### config.mk
export PLATFORM = sky130hd
export DESIGN_NAME = apb_master_arbiter
export DESIGN_NICKNAME = d
export VERILOG_FILES = /design/src/rtl/apb_master_arbiter.sv
export SDC_FILE = /design/constraint.sdc
export NUM_CORES = 1
export LEC_CHECK = 0
export CAP_MARGIN = 20
export CORE_AREA = 2 2 120 122
export DETAILED_ROUTE_END_ITERATION = 7
export DIE_AREA = 0 0 122 124
export PLACE_DENSITY = 0.79
export SETUP_SLACK_MARGIN = 0.2
export SLEW_MARGIN = 40
export SYNTH_ARGS = -nofsm -noshare
export SYNTH_HDL_FRONTEND = slang
export SYNTH_SLANG_ARGS = --single-unit
### constraint.sdc
create_clock -name HCLK -period 2 [get_ports HCLK]
set_input_delay 0.2 -clock HCLK [delete_from_list [all_inputs] [get_ports HCLK]]
set_output_delay 0.2 -clock HCLK [all_outputs]
set_load 0.01 [all_outputs]
### src/rtl/apb_master_arbiter.sv
// apb_master_arbiter: shares one APB master port between NB_REQ requesters.
// Round-robin grant, registered replay of the winner's transfer as a clean
// SETUP/ACCESS pair. The response is routed only to the granted requester.
// A watchdog force-completes stuck accesses with an error.
//
// Handshake: the APB requester holds psel and its address/data/direction
// until it sees s_pready. s_pready is a one-cycle completion strobe. It is
// issued only while the granted requester still asserts psel; a response to a
// requester that abandoned its request is dropped.
module apb_master_arbiter #(
  parameter int NB_REQ         = 2,
  parameter int APB_ADDR_WIDTH = 32,
  parameter int APB_DATA_WIDTH = 32,
  parameter int TIMEOUT_CYCLES = 256
) (
  input  logic                               HCLK,
  input  logic                               HRESETn,
  input  logic [NB_REQ*APB_ADDR_WIDTH-1:0]   s_paddr,
  input  logic [NB_REQ*APB_DATA_WIDTH-1:0]   s_pwdata,
  input  logic [NB_REQ-1:0]                  s_pwrite,
  input  logic [NB_REQ-1:0]                  s_psel,
  input  logic [NB_REQ-1:0]                  s_penable,
  output logic [NB_REQ*APB_DATA_WIDTH-1:0]   s_prdata,
  output logic [NB_REQ-1:0]                  s_pready,
  output logic [NB_REQ-1:0]                  s_pslverr,
  output logic [APB_ADDR_WIDTH-1:0]          m_paddr,
  output logic [APB_DATA_WIDTH-1:0]          m_pwdata,
  output logic                               m_pwrite,
  output logic                               m_psel,
  output logic                               m_penable,
  input  logic [APB_DATA_WIDTH-1:0]          m_prdata,
  input  logic                               m_pready,
  input  logic                               m_pslverr,
  output logic [NB_REQ-1:0]                  grant_o,
  output logic [1:0]                         dbg_state
);

  localparam int IDX_W = $clog2(NB_REQ);
  localparam bit WD_EN = (TIMEOUT_CYCLES > 0);
  localparam int CNT_W = WD_EN ? $clog2(TIMEOUT_CYCLES + 1) : 1;
  localparam logic [CNT_W-1:0] WD_LAST = CNT_W'(WD_EN ? TIMEOUT_CYCLES - 1 : 0);

  typedef enum logic [1:0] {
    ST_IDLE   = 2'd0,
    ST_SETUP  = 2'd1,
    ST_ACCESS = 2'd2
  } state_t;

  state_t            state;
  logic [IDX_W-1:0]  last_grant;
  logic [IDX_W-1:0]  g_idx;
  logic [CNT_W-1:0]  wd_cnt;

  logic [IDX_W-1:0]  win_idx;
  logic [IDX_W-1:0]  cand;
  logic              any_req;
  logic              wd_expire;
  logic              done;

  // s_penable carries no information for arbitration; requests are psel-only.
  logic unused_penable;
  assign unused_penable = ^s_penable;

  assign dbg_state = state;

  // Round-robin pick: scan from last_grant+1 upward, wrapping, first psel wins.
  always_comb begin
    win_idx = '0;
    cand    = '0;
    any_req = 1'b0;
    for (int k = 1; k <= NB_REQ; k++) begin
      cand = IDX_W'((int'(last_grant) + k) % NB_REQ);
      if (!any_req && s_psel[cand]) begin
        any_req = 1'b1;
        win_idx = cand;
      end
    end
  end

  // Completion: slave ready, or watchdog hitting its last allowed ACCESS cycle.
  always_comb begin
    wd_expire = WD_EN && (state == ST_ACCESS) && !m_pready && (wd_cnt == WD_LAST);
    done      = (state == ST_ACCESS) && (m_pready || wd_expire);
  end

  // Response routing: only the granted slice sees data/ready/error.
  always_comb begin
    s_pready  = '0;
    s_pslverr = '0;
    s_prdata  = '0;
    if (state == ST_ACCESS && s_psel[g_idx]) begin
      s_pready[g_idx]  = done;
      s_pslverr[g_idx] = done && (wd_expire || m_pslverr);
      s_prdata[int'(g_idx)*APB_DATA_WIDTH +: APB_DATA_WIDTH] = wd_expire ? '0 : m_prdata;
    end
  end

  // Transfer sequencer with registered master-port outputs and watchdog.
  always_ff @(posedge HCLK) begin
    if (!HRESETn) begin
      state      <= ST_IDLE;
      last_grant <= IDX_W'(NB_REQ - 1);
      g_idx      <= '0;
      wd_cnt     <= '0;
      grant_o    <= '0;
      m_paddr    <= '0;
      m_pwdata   <= '0;
      m_pwrite   <= 1'b0;
      m_psel     <= 1'b0;
      m_penable  <= 1'b0;
    end else begin
      case (state)
        ST_IDLE: begin
          if (any_req) begin
            m_paddr   <= s_paddr[int'(win_idx)*APB_ADDR_WIDTH +: APB_ADDR_WIDTH];
            m_pwdata  <= s_pwdata[int'(win_idx)*APB_DATA_WIDTH +: APB_DATA_WIDTH];
            m_pwrite  <= s_pwrite[win_idx];
            g_idx     <= win_idx;
            grant_o   <= NB_REQ'(1) << win_idx;
            m_psel    <= 1'b1;
            m_penable <= 1'b0;
            state     <= ST_SETUP;
          end
        end
        ST_SETUP: begin
          m_penable <= 1'b1;
          wd_cnt    <= '0;
          state     <= ST_ACCESS;
        end
        ST_ACCESS: begin
          if (done) begin
            m_psel     <= 1'b0;
            m_penable  <= 1'b0;
            grant_o    <= '0;
            last_grant <= g_idx;
            state      <= ST_IDLE;
          end else if (WD_EN && wd_cnt != WD_LAST) begin
            wd_cnt <= wd_cnt + 1'b1;
          end
        end
        default: state <= ST_IDLE;
      endcase
    end
  end

endmodule

==> results of run 1 <==
## power groups by stage
| stage | Sequential [mW] | Clock, mW | Combinational (mW) |
|---|---|---|---|
| finish | 1.91 | 1.80 | 1.62 |
| global route | 1.93 | 1.90 | 1.75 |
| CTS | 1.91 | 1.84 | 1.58 |
| detailed placement | 1.94 | 0 | 1.55 |
| global placement | 1.93 | 0 | 1.54 |
| floorplan | 2.02 | 0 | 0.558 |
## worst min-delay path, delay by kind of cell
family / cells / cell delay [ns]
buffers and inverters: 1 / 0.39
AO/OA/AOI/OAI: 1 / 0.07
AND/OR/NAND/NOR: 1 / 0.05
## through the flow
stage | instances | utilization | setup slack, ns | total power, mW
floorplan | 564 | - | 0.0248 | 2.57
global placement | 1026 | 0.571 | -0.243 | 3.47
detailed placement | 1026 | 0.571 | -0.257 | 3.49
CTS | 1062 | 0.615 | -0.384 | 5.33
global route | 1067 | 0.640 | -0.495 | 5.58
finish | 1067 | 0.640 | -0.427 | 5.33
## logic make-up after synthesis
group,count (synthesis),synth area share
simple gates,249,0.280
compound gates,161,0.254
flops,82,0.380
buf+inv,64,0.0668
mux,6,0.0139
fa+ha+maj,2,0.00579
## area by class of cell
type                       instances  share of cell area
inverter                           5             0.00214
clock buffer                      11              0.0277
multi-input combinational        418               0.308
timing repair buffer             366               0.440
tap                              180              0.0257
sequential                        82               0.188
clock inverter                     5             0.00884
## registers in the layout, indices dropped and copies added (netlist names)
| name | flops |
|---|---|
| m_paddr | 32 |
| m_pwdata | 32 |
| wd_cnt | 9 |
| dbg_state | 2 |
| grant_o | 2 |
| g_idx | 1 |
| last_grant | 1 |
| m_penable | 1 |
| m_psel | 1 |
| m_pwrite | 1 |
## cell usage after synthesis (6+ instances only)
cell type                    n  area [sq um]
sky130_fd_sc_hd__clkbuf_1   29           109
sky130_fd_sc_hd__a21oi_1    76           380
sky130_fd_sc_hd__and2_1     68           425
sky130_fd_sc_hd__mux2i_1     6          60.1
sky130_fd_sc_hd__nand3_1    12          60.1
sky130_fd_sc_hd__o21ai_0     8          40.0
sky130_fd_sc_hd__nand2_1   134           503
sky130_fd_sc_hd__buf_2      24           120
sky130_fd_sc_hd__a311oi_1   65           569
sky130_fd_sc_hd__dfxtp_1    82          1640
sky130_fd_sc_hd__nor2_1      7          26.3
sky130_fd_sc_hd__nand3b_1    8          60.1
## worst paths after layout
kind	end	slack, ns	cells after the start
min	m_pwdata[16]	0.43	3
min reg2reg	grant_o[0]	0.51	2
max reg2reg	wd_cnt[7]	-0.38	11
max	s_prdata[33]	-0.43	12
## routing by layer
| layer | vias to the layer above | GRT usage | part of all wire |
|---|---|---|---|
| met3 | 37 | 0.0824 | 0.099 |
| met5 | - | 0 | 0 |
| met2 | 274 | 0.400 | 0.51 |
| met1 | 2544 | 0.243 | 0.36 |
| met4 | 0 | 0.113 | 0.032 |
| li1 | 2630 | - | - |
## timing repair
item	in CTS	in global routing
setup buffers	15	4
cloned	5	1
resized for setup	341	69
pin swaps	25	26
endpoints found under the setup margin	74	83
hold buffers	0	0
==> results.md, run 1 <==
- The run finished, with violations left.
- The final reports fail on setup timing.
- The top achievable clock speed is 412 MHz.
- The number of enable-type register cells in the synthesized netlist is 0.
- After filler insertion, the fill cell instance count of the layout stands at 1107.
- Along the worst path, the maximum fanout reaches 8.
- In this run, CTS created clock tree buffers numbering 9.
- Summing all non-filler instances in the final layout gives an area of 0.00878 sq mm.
- The worst pin sits at a relative slew slack of 0.513.
- The worst setup path is captured at a primary output.
- The fraction of power spent switching nets is 0.279.
- The count of different cell masters after synthesis is 38.
- Counting both buffers and inverters, the worst setup path holds a total of 5.
- The cell row count is 43.
- The worst setup path is launched from a register.
- The most frequent standard cell in the layout excluding fill and tap cells is sky130_fd_sc_hd__clkdlybuf4s50_1.
- Of the total power, registers draw 0.358.
- The CTS tree is yes.
- The synthesized netlist occupies a cell area of 0.00432 sq mm.
- The critical path goes through ha_4 > nand3_2 > nor2_2 > ha_2 > nor2b_4 > buf_6 > nor3_4 > buf_6 > buf_12 > buf_16 > and2_4 > buf_6.
- On the final layout, the worst clock skew is 0.00723 ns.
- The tree is rooted in a sky130_fd_sc_hd__clkbuf_16.
- The synthesis-to-finish area growth is 103%.
- The critical path starts at wd_cnt[0].
- Wires add up to 18800 microns.
- In this run the tool buffered the top-level ports with 306 buffer cells.
- The transition at the pin with the smallest max-transition slack is 0.730 ns.
- The beginning of the worst register-to-register path is wd_cnt[0].
- The die is 122 microns wide.
- For the worst-skew pair, the clock arrives at the later sink with an insertion delay of 0.34 ns.
- The total net switching power is 1.49 mW.
- The static leakage is 3.45 nW.
- The initial antenna violation count was 0.
- On the critical path the largest part of the delay comes from buffers and inverters.
- By instance count, the cell type seen most on the critical path is sky130_fd_sc_hd__buf_6.
- The beginning of the worst hold path is s_pwdata[16].
- The path type of the worst setup path is reg -> out.
- The required time of the worst setup path is 1.80 ns.
- Dividing total power by cell area gives a power density of 607 mW/mm^2.
- After clock tree synthesis, the clock-pin slew on the worst setup and hold paths is 0.06 ns.
- The die covers 0.0151 sq mm.
- The Yosys step of the flow raised 0 warnings.
- The worst-case hold slack is 0.426 ns.
- After synthesis, the share of flip-flops with an asynchronous set or reset is 0.
- For this design, the slowest cell found on the critical path is sky130_fd_sc_hd__dfxtp_4.
- The class of the tightest hold or removal check is in -> reg.
- The final-report max-slew violation count is 0.
- The storage element area is 0.00165 sq mm.
- The number of nets with antenna violations after routing is 0.
- Of the available clock period, the critical path in the final layout requires 1.21.
- STA puts the critical path data arrival time at 2.23 ns.
- The cell area after placement is 0.00783 sq mm.
- Setup repair after global routing could not meet its margin everywhere.
- Dividing the detail-routed via count by the number of cells gives 5.14.
- After global routing the overflow that remains totals 0.
- CTS built an H-tree with a depth of 3.
- No sink is reached through more buffers than the 2 on the longest clock path.
- The violation count after the first detailed-route iteration is 202.
- The number of synthesized register bits is 82.
- For this configuration, the core starts out at a cell density of 0.315.
- The total global routing track utilization is 0.228.
- The share of total power dissipated in combinational logic is 0.304.
- The placed wire-length estimate is 12100 microns.
- The time the worst path needs with I/O delays and setup is 2.43 ns.
- Setup violations remaining at the end of the flow were counted as 79.
- The wire length of the first global-routing pass is 27100 microns.
- In the layout the commonest cells are sky130_fd_sc_hd__clkdlybuf4s50_1 (238), sky130_fd_sc_hd__nand2_1 (134), sky130_fd_sc_hd__dfxtp_1 (77), sky130_fd_sc_hd__buf_6 (74), sky130_fd_sc_hd__a21oi_1 (71).
- Averaged over all synthesized cells, the footprint is 7.67 sq um.
- The final setup slack of the worst path is -0.427 ns.
- From bottom edge to top edge, the die measures 124 microns.
- When the netlist entered floorplanning its net count stood at 736.
- The peak supply drop is 0.430 mV.
- The most instantiated flip-flop cell in the synthesis netlist is sky130_fd_sc_hd__dfxtp_1.
- After floorplanning, the core was sized to cover 0.0137 sq mm.
- The hold violation count in the final report is 0.
- Dividing the detail-routed wire length by the instance count gives 17.6 microns.
- The CTS sink count is 82.
- The proportion of synthesized chip area in sequential cells is 0.380.
- Cell internal power was estimated by the tool at 3.84 mW.
- In this design, the stage delay of the slowest critical-path cell is 0.35 ns.
- The clock network power share is 0.338.
- The first TritonRoute pass finished after 4 iterations.
- The cell count after synthesis is 564.
- In the final layout, the multi-input gates occupy 0.00270 sq mm.
- The pin count of the biggest net entering global routing is 47.
- The proportion of layout cells with a drive suffix above 1 is 0.272.
- The number of global-route vias before repair is 5152.
- The final-stage net count is 1054.
- The max-capacitance violation count is 0.
- For this block, the via count after detailed routing is 5485.
- The repair_antennas step left the layout with diodes totalling 0.
- At the end of routability-driven placement, the weighted congestion stood at 0.777.
- The sum of negative setup slack is -23.39 ns.
- The DRC violation count after routing is 0.
- The number of ports placed on the die boundary is 309.
Note: power is estimated with default switching activity, not from simulation.
==> run 2: changes to the inputs <==
Settings changed: SETUP_SLACK_MARGIN 0.2 to 0.5.
==> results.md, run 2 (synthesized netlist as in run 1, its figures left out) <==
- In this run the tightest slew margin relative to its limit is 0.544.
- In the routed layout, each cell is associated on average with a via count of 5.25.
- The worst clock skew is 0.00777 ns.
- In this run the critical register-to-register path is captured at wd_cnt[2].
- The routed design could run at a clock period as short as 2.37 ns.
- The cell sitting at the root of the clock tree is a sky130_fd_sc_hd__clkbuf_16.
- The initial cell density of the core is 0.315.
- No sink is reached through more buffers than the 2 on the longest clock path.
- Max-cap violations in this run came to 0.
- At the pin with the least slew margin, the transition time is 0.684 ns.
- The power density over cell area is 610 mW/mm^2.
- In the final layout, the registers with the most flip-flops are m_paddr x32, m_pwdata x32, wd_cnt x9.
- The share of the clock period used by the worst path is 1.18.
- The number of buffers added by the clock tree synthesis step is 9.
- The CTS tree is yes.
- Summed over all cells, the static leakage comes to 3.59 nW.
- The worst register-to-register path begins at wd_cnt[1].
- Fill cells in the final layout number 1088.
- Setup repair after global routing could not meet its margin everywhere.
- After clock tree synthesis, the clock-pin slew on the worst setup and hold paths is 0.06 ns.
- The cell row count is 43.
- The total net switching power is 1.56 mW.
- STA classifies the critical path startpoint as a register.
- The fraction of power spent switching nets is 0.281.
- The portion of total power attributed to sequential cells is 0.343.
- The class of the tightest hold or removal check is in -> reg.
- The total overflow left after global routing is 0.
- The library cell used most frequently in the layout, excluding fill and tap cells, is sky130_fd_sc_hd__clkdlybuf4s50_1.
- For this run, the top clock speed supported by timing is 422 MHz.
- 0 antenna diodes ended up in the layout.
- The die covers 0.0151 sq mm.
- For this run, the detailed router's first-pass iteration total came to 4.
- The internal power of the cells totals 3.99 mW.
- The die height is 124 microns.
- The number of buffer cells added on primary ports is 306.
- The worst-case IR drop observed on VDD is 0.482 mV.
- The placed wire-length estimate is 12000 microns.
- The path type of the worst setup path is reg -> out.
- The tree built by TritonCTS fans out to 82 sinks.
- For this block, the routed nets add up to 20500 microns of wire.
- Routability-driven placement finished with a final weighted congestion of 0.773.
- The total area inside the core boundary comes to 0.0137 sq mm.
- The hold-fix buffer count after cts is 0.
- The number of global-route vias before repair is 5516.
- The capturing element type of the critical path is a primary output.
- The final-report max-slew violation count was 0.
- In the global route stage, overall resource usage came out at 0.230.
- In the final layout, the share of cells above drive strength 1 is 0.290.
- The register-to-register setup slack is -0.20 ns.
- In this run the worst path has a maximum fanout of 8.
- After layout, the worst setup slack is -0.369 ns.
- During I/O placement, the number of pins put on the boundary was 309.
- The count of endpoints failing setup in the final report is 74.
- The run finished, with violations left.
- The checks that failed: setup timing.
- Clock latency on the worst-skew pair, taken at its later pin, is 0.33 ns.
- The wire length of the first global-routing pass is 27700 microns.
- The clock network power share is 0.341.
- Tracing the worst setup path back leads to its startpoint at wd_cnt[1].
- The chip width is 122 microns.
- The H-tree generated during clock tree synthesis spans 3 levels.
- At the end of the flow the core is filled with cells to 0.662.
- The sum of negative setup slack is -20.23 ns.
- The required time of the worst setup path is 1.80 ns.
- In this run the remaining antenna-violating nets after routing total 0.
- Entering global routing, the biggest net connects 73 pins.
- The part of the total power dissipated in combinational logic is 0.315.
- The final-stage net count is 1058.
- In the layout the commonest cells are sky130_fd_sc_hd__clkdlybuf4s50_1 (234), sky130_fd_sc_hd__nand2_1 (134), sky130_fd_sc_hd__dfxtp_1 (77), sky130_fd_sc_hd__buf_6 (76), sky130_fd_sc_hd__a21oi_1 (71).
- After detailed routing, the average wire length per cell comes to 19.2 microns.
- Measured in cells, the most critical reg-to-reg path has a length of 10.
- The synthesis-to-finish area growth is 110%.
- Data on the critical path arrives at its endpoint at 2.17 ns.
- The hold violation count in the final report is 0.
- The initial antenna violation count is 0.
- The detailed router placed 5620 vias in this run.
- The capturing element of the worst setup path is s_prdata[40].
- The DRC violation count after routing is 0.
- The violation count after the first detailed-route iteration is 301.
-- run 2: worst max-delay path, stage by stage (launching register included) --
cell and delay [ns]:
sky130_fd_sc_hd__dfxtp_4 0.35, sky130_fd_sc_hd__ha_4 0.17, sky130_fd_sc_hd__nand3_4 0.08, sky130_fd_sc_hd__nor2_4 0.05, sky130_fd_sc_hd__ha_4 0.16, sky130_fd_sc_hd__nor2b_4 0.13, sky130_fd_sc_hd__buf_12 0.13, sky130_fd_sc_hd__nor3_4 0.17
sky130_fd_sc_hd__buf_6 0.16, sky130_fd_sc_hd__buf_6 0.11, sky130_fd_sc_hd__buf_16 0.12, sky130_fd_sc_hd__and2_4 0.14, sky130_fd_sc_hd__buf_6 0.09
-- run 2: cell type report --
cell class	count	area, sq um	area share
clock buffer	12	268	0.0295
clock inverter	3	68.8	0.00757
inverter	5	18.8	0.00206
multi-input combinational	418	2810	0.309
sequential	82	1650	0.182
tap	180	225	0.0248
timing repair buffer	370	4040	0.445
-- run 2: what timing repair did --
item,in CTS,in global routing
endpoints found under the hold margin,0,0
setup buffers,9,9
resized for setup,334,78
cloned,3,10
setup endpoints to repair,149,128
pin swaps,10,23
-- run 2: worst min path at each step --
stage / start / end / cells after the start
2_1_floorplan: s_paddr[10] / m_paddr[10] / 2
3_3_place_gp: m_psel / m_psel / 2
3_5_place_dp: grant_o[0] / grant_o[0] / 2
4_1_cts: s_pwdata[13] / m_pwdata[13] / 3
5_1_grt: s_paddr[20] / m_paddr[20] / 3
6_report: s_paddr[2] / m_paddr[2] / 3
-- run 2: metal layers --
layer  wire (microns)  up-vias  part of all wire  track usage
li1                 -     2637                 -            -
met1             7500     2656              0.37        0.238
met2            10600      285              0.51        0.429
met3             1760       42             0.086       0.0746
met5                0        -                 0            0
met4              696        0             0.034       0.0927
-- run 2: through the flow --
| step | hold slack (ns) | cells | setup WS (ns) | total power, mW | cell area [sq um] |
|---|---|---|---|---|---|
| 6_report | 0.435 | 1070 | -0.369 | 5.54 | 9090 |
| 5_1_grt | 0.433 | 1070 | -0.420 | 5.79 | 9090 |
| 4_1_cts | 0.426 | 1051 | -0.378 | 5.44 | 8630 |
| 3_5_place_dp | 0.464 | 1024 | -0.179 | 3.51 | 7950 |
| 3_3_place_gp | 0.463 | 1024 | -0.171 | 3.50 | 7950 |
| 2_1_floorplan | 0.360 | 564 | 0.0238 | 2.59 | 4620 |
-- run 2: power by group through the flow --
stage / Combinational, mW / Sequential [mW] / Clock, mW
2_1_floorplan: 0.578 / 2.02 / 0
5_1_grt: 1.87 / 1.92 / 2.00
6_report: 1.75 / 1.90 / 1.89
3_3_place_gp: 1.57 / 1.93 / 0
4_1_cts: 1.62 / 1.90 / 1.92
3_5_place_dp: 1.58 / 1.94 / 0
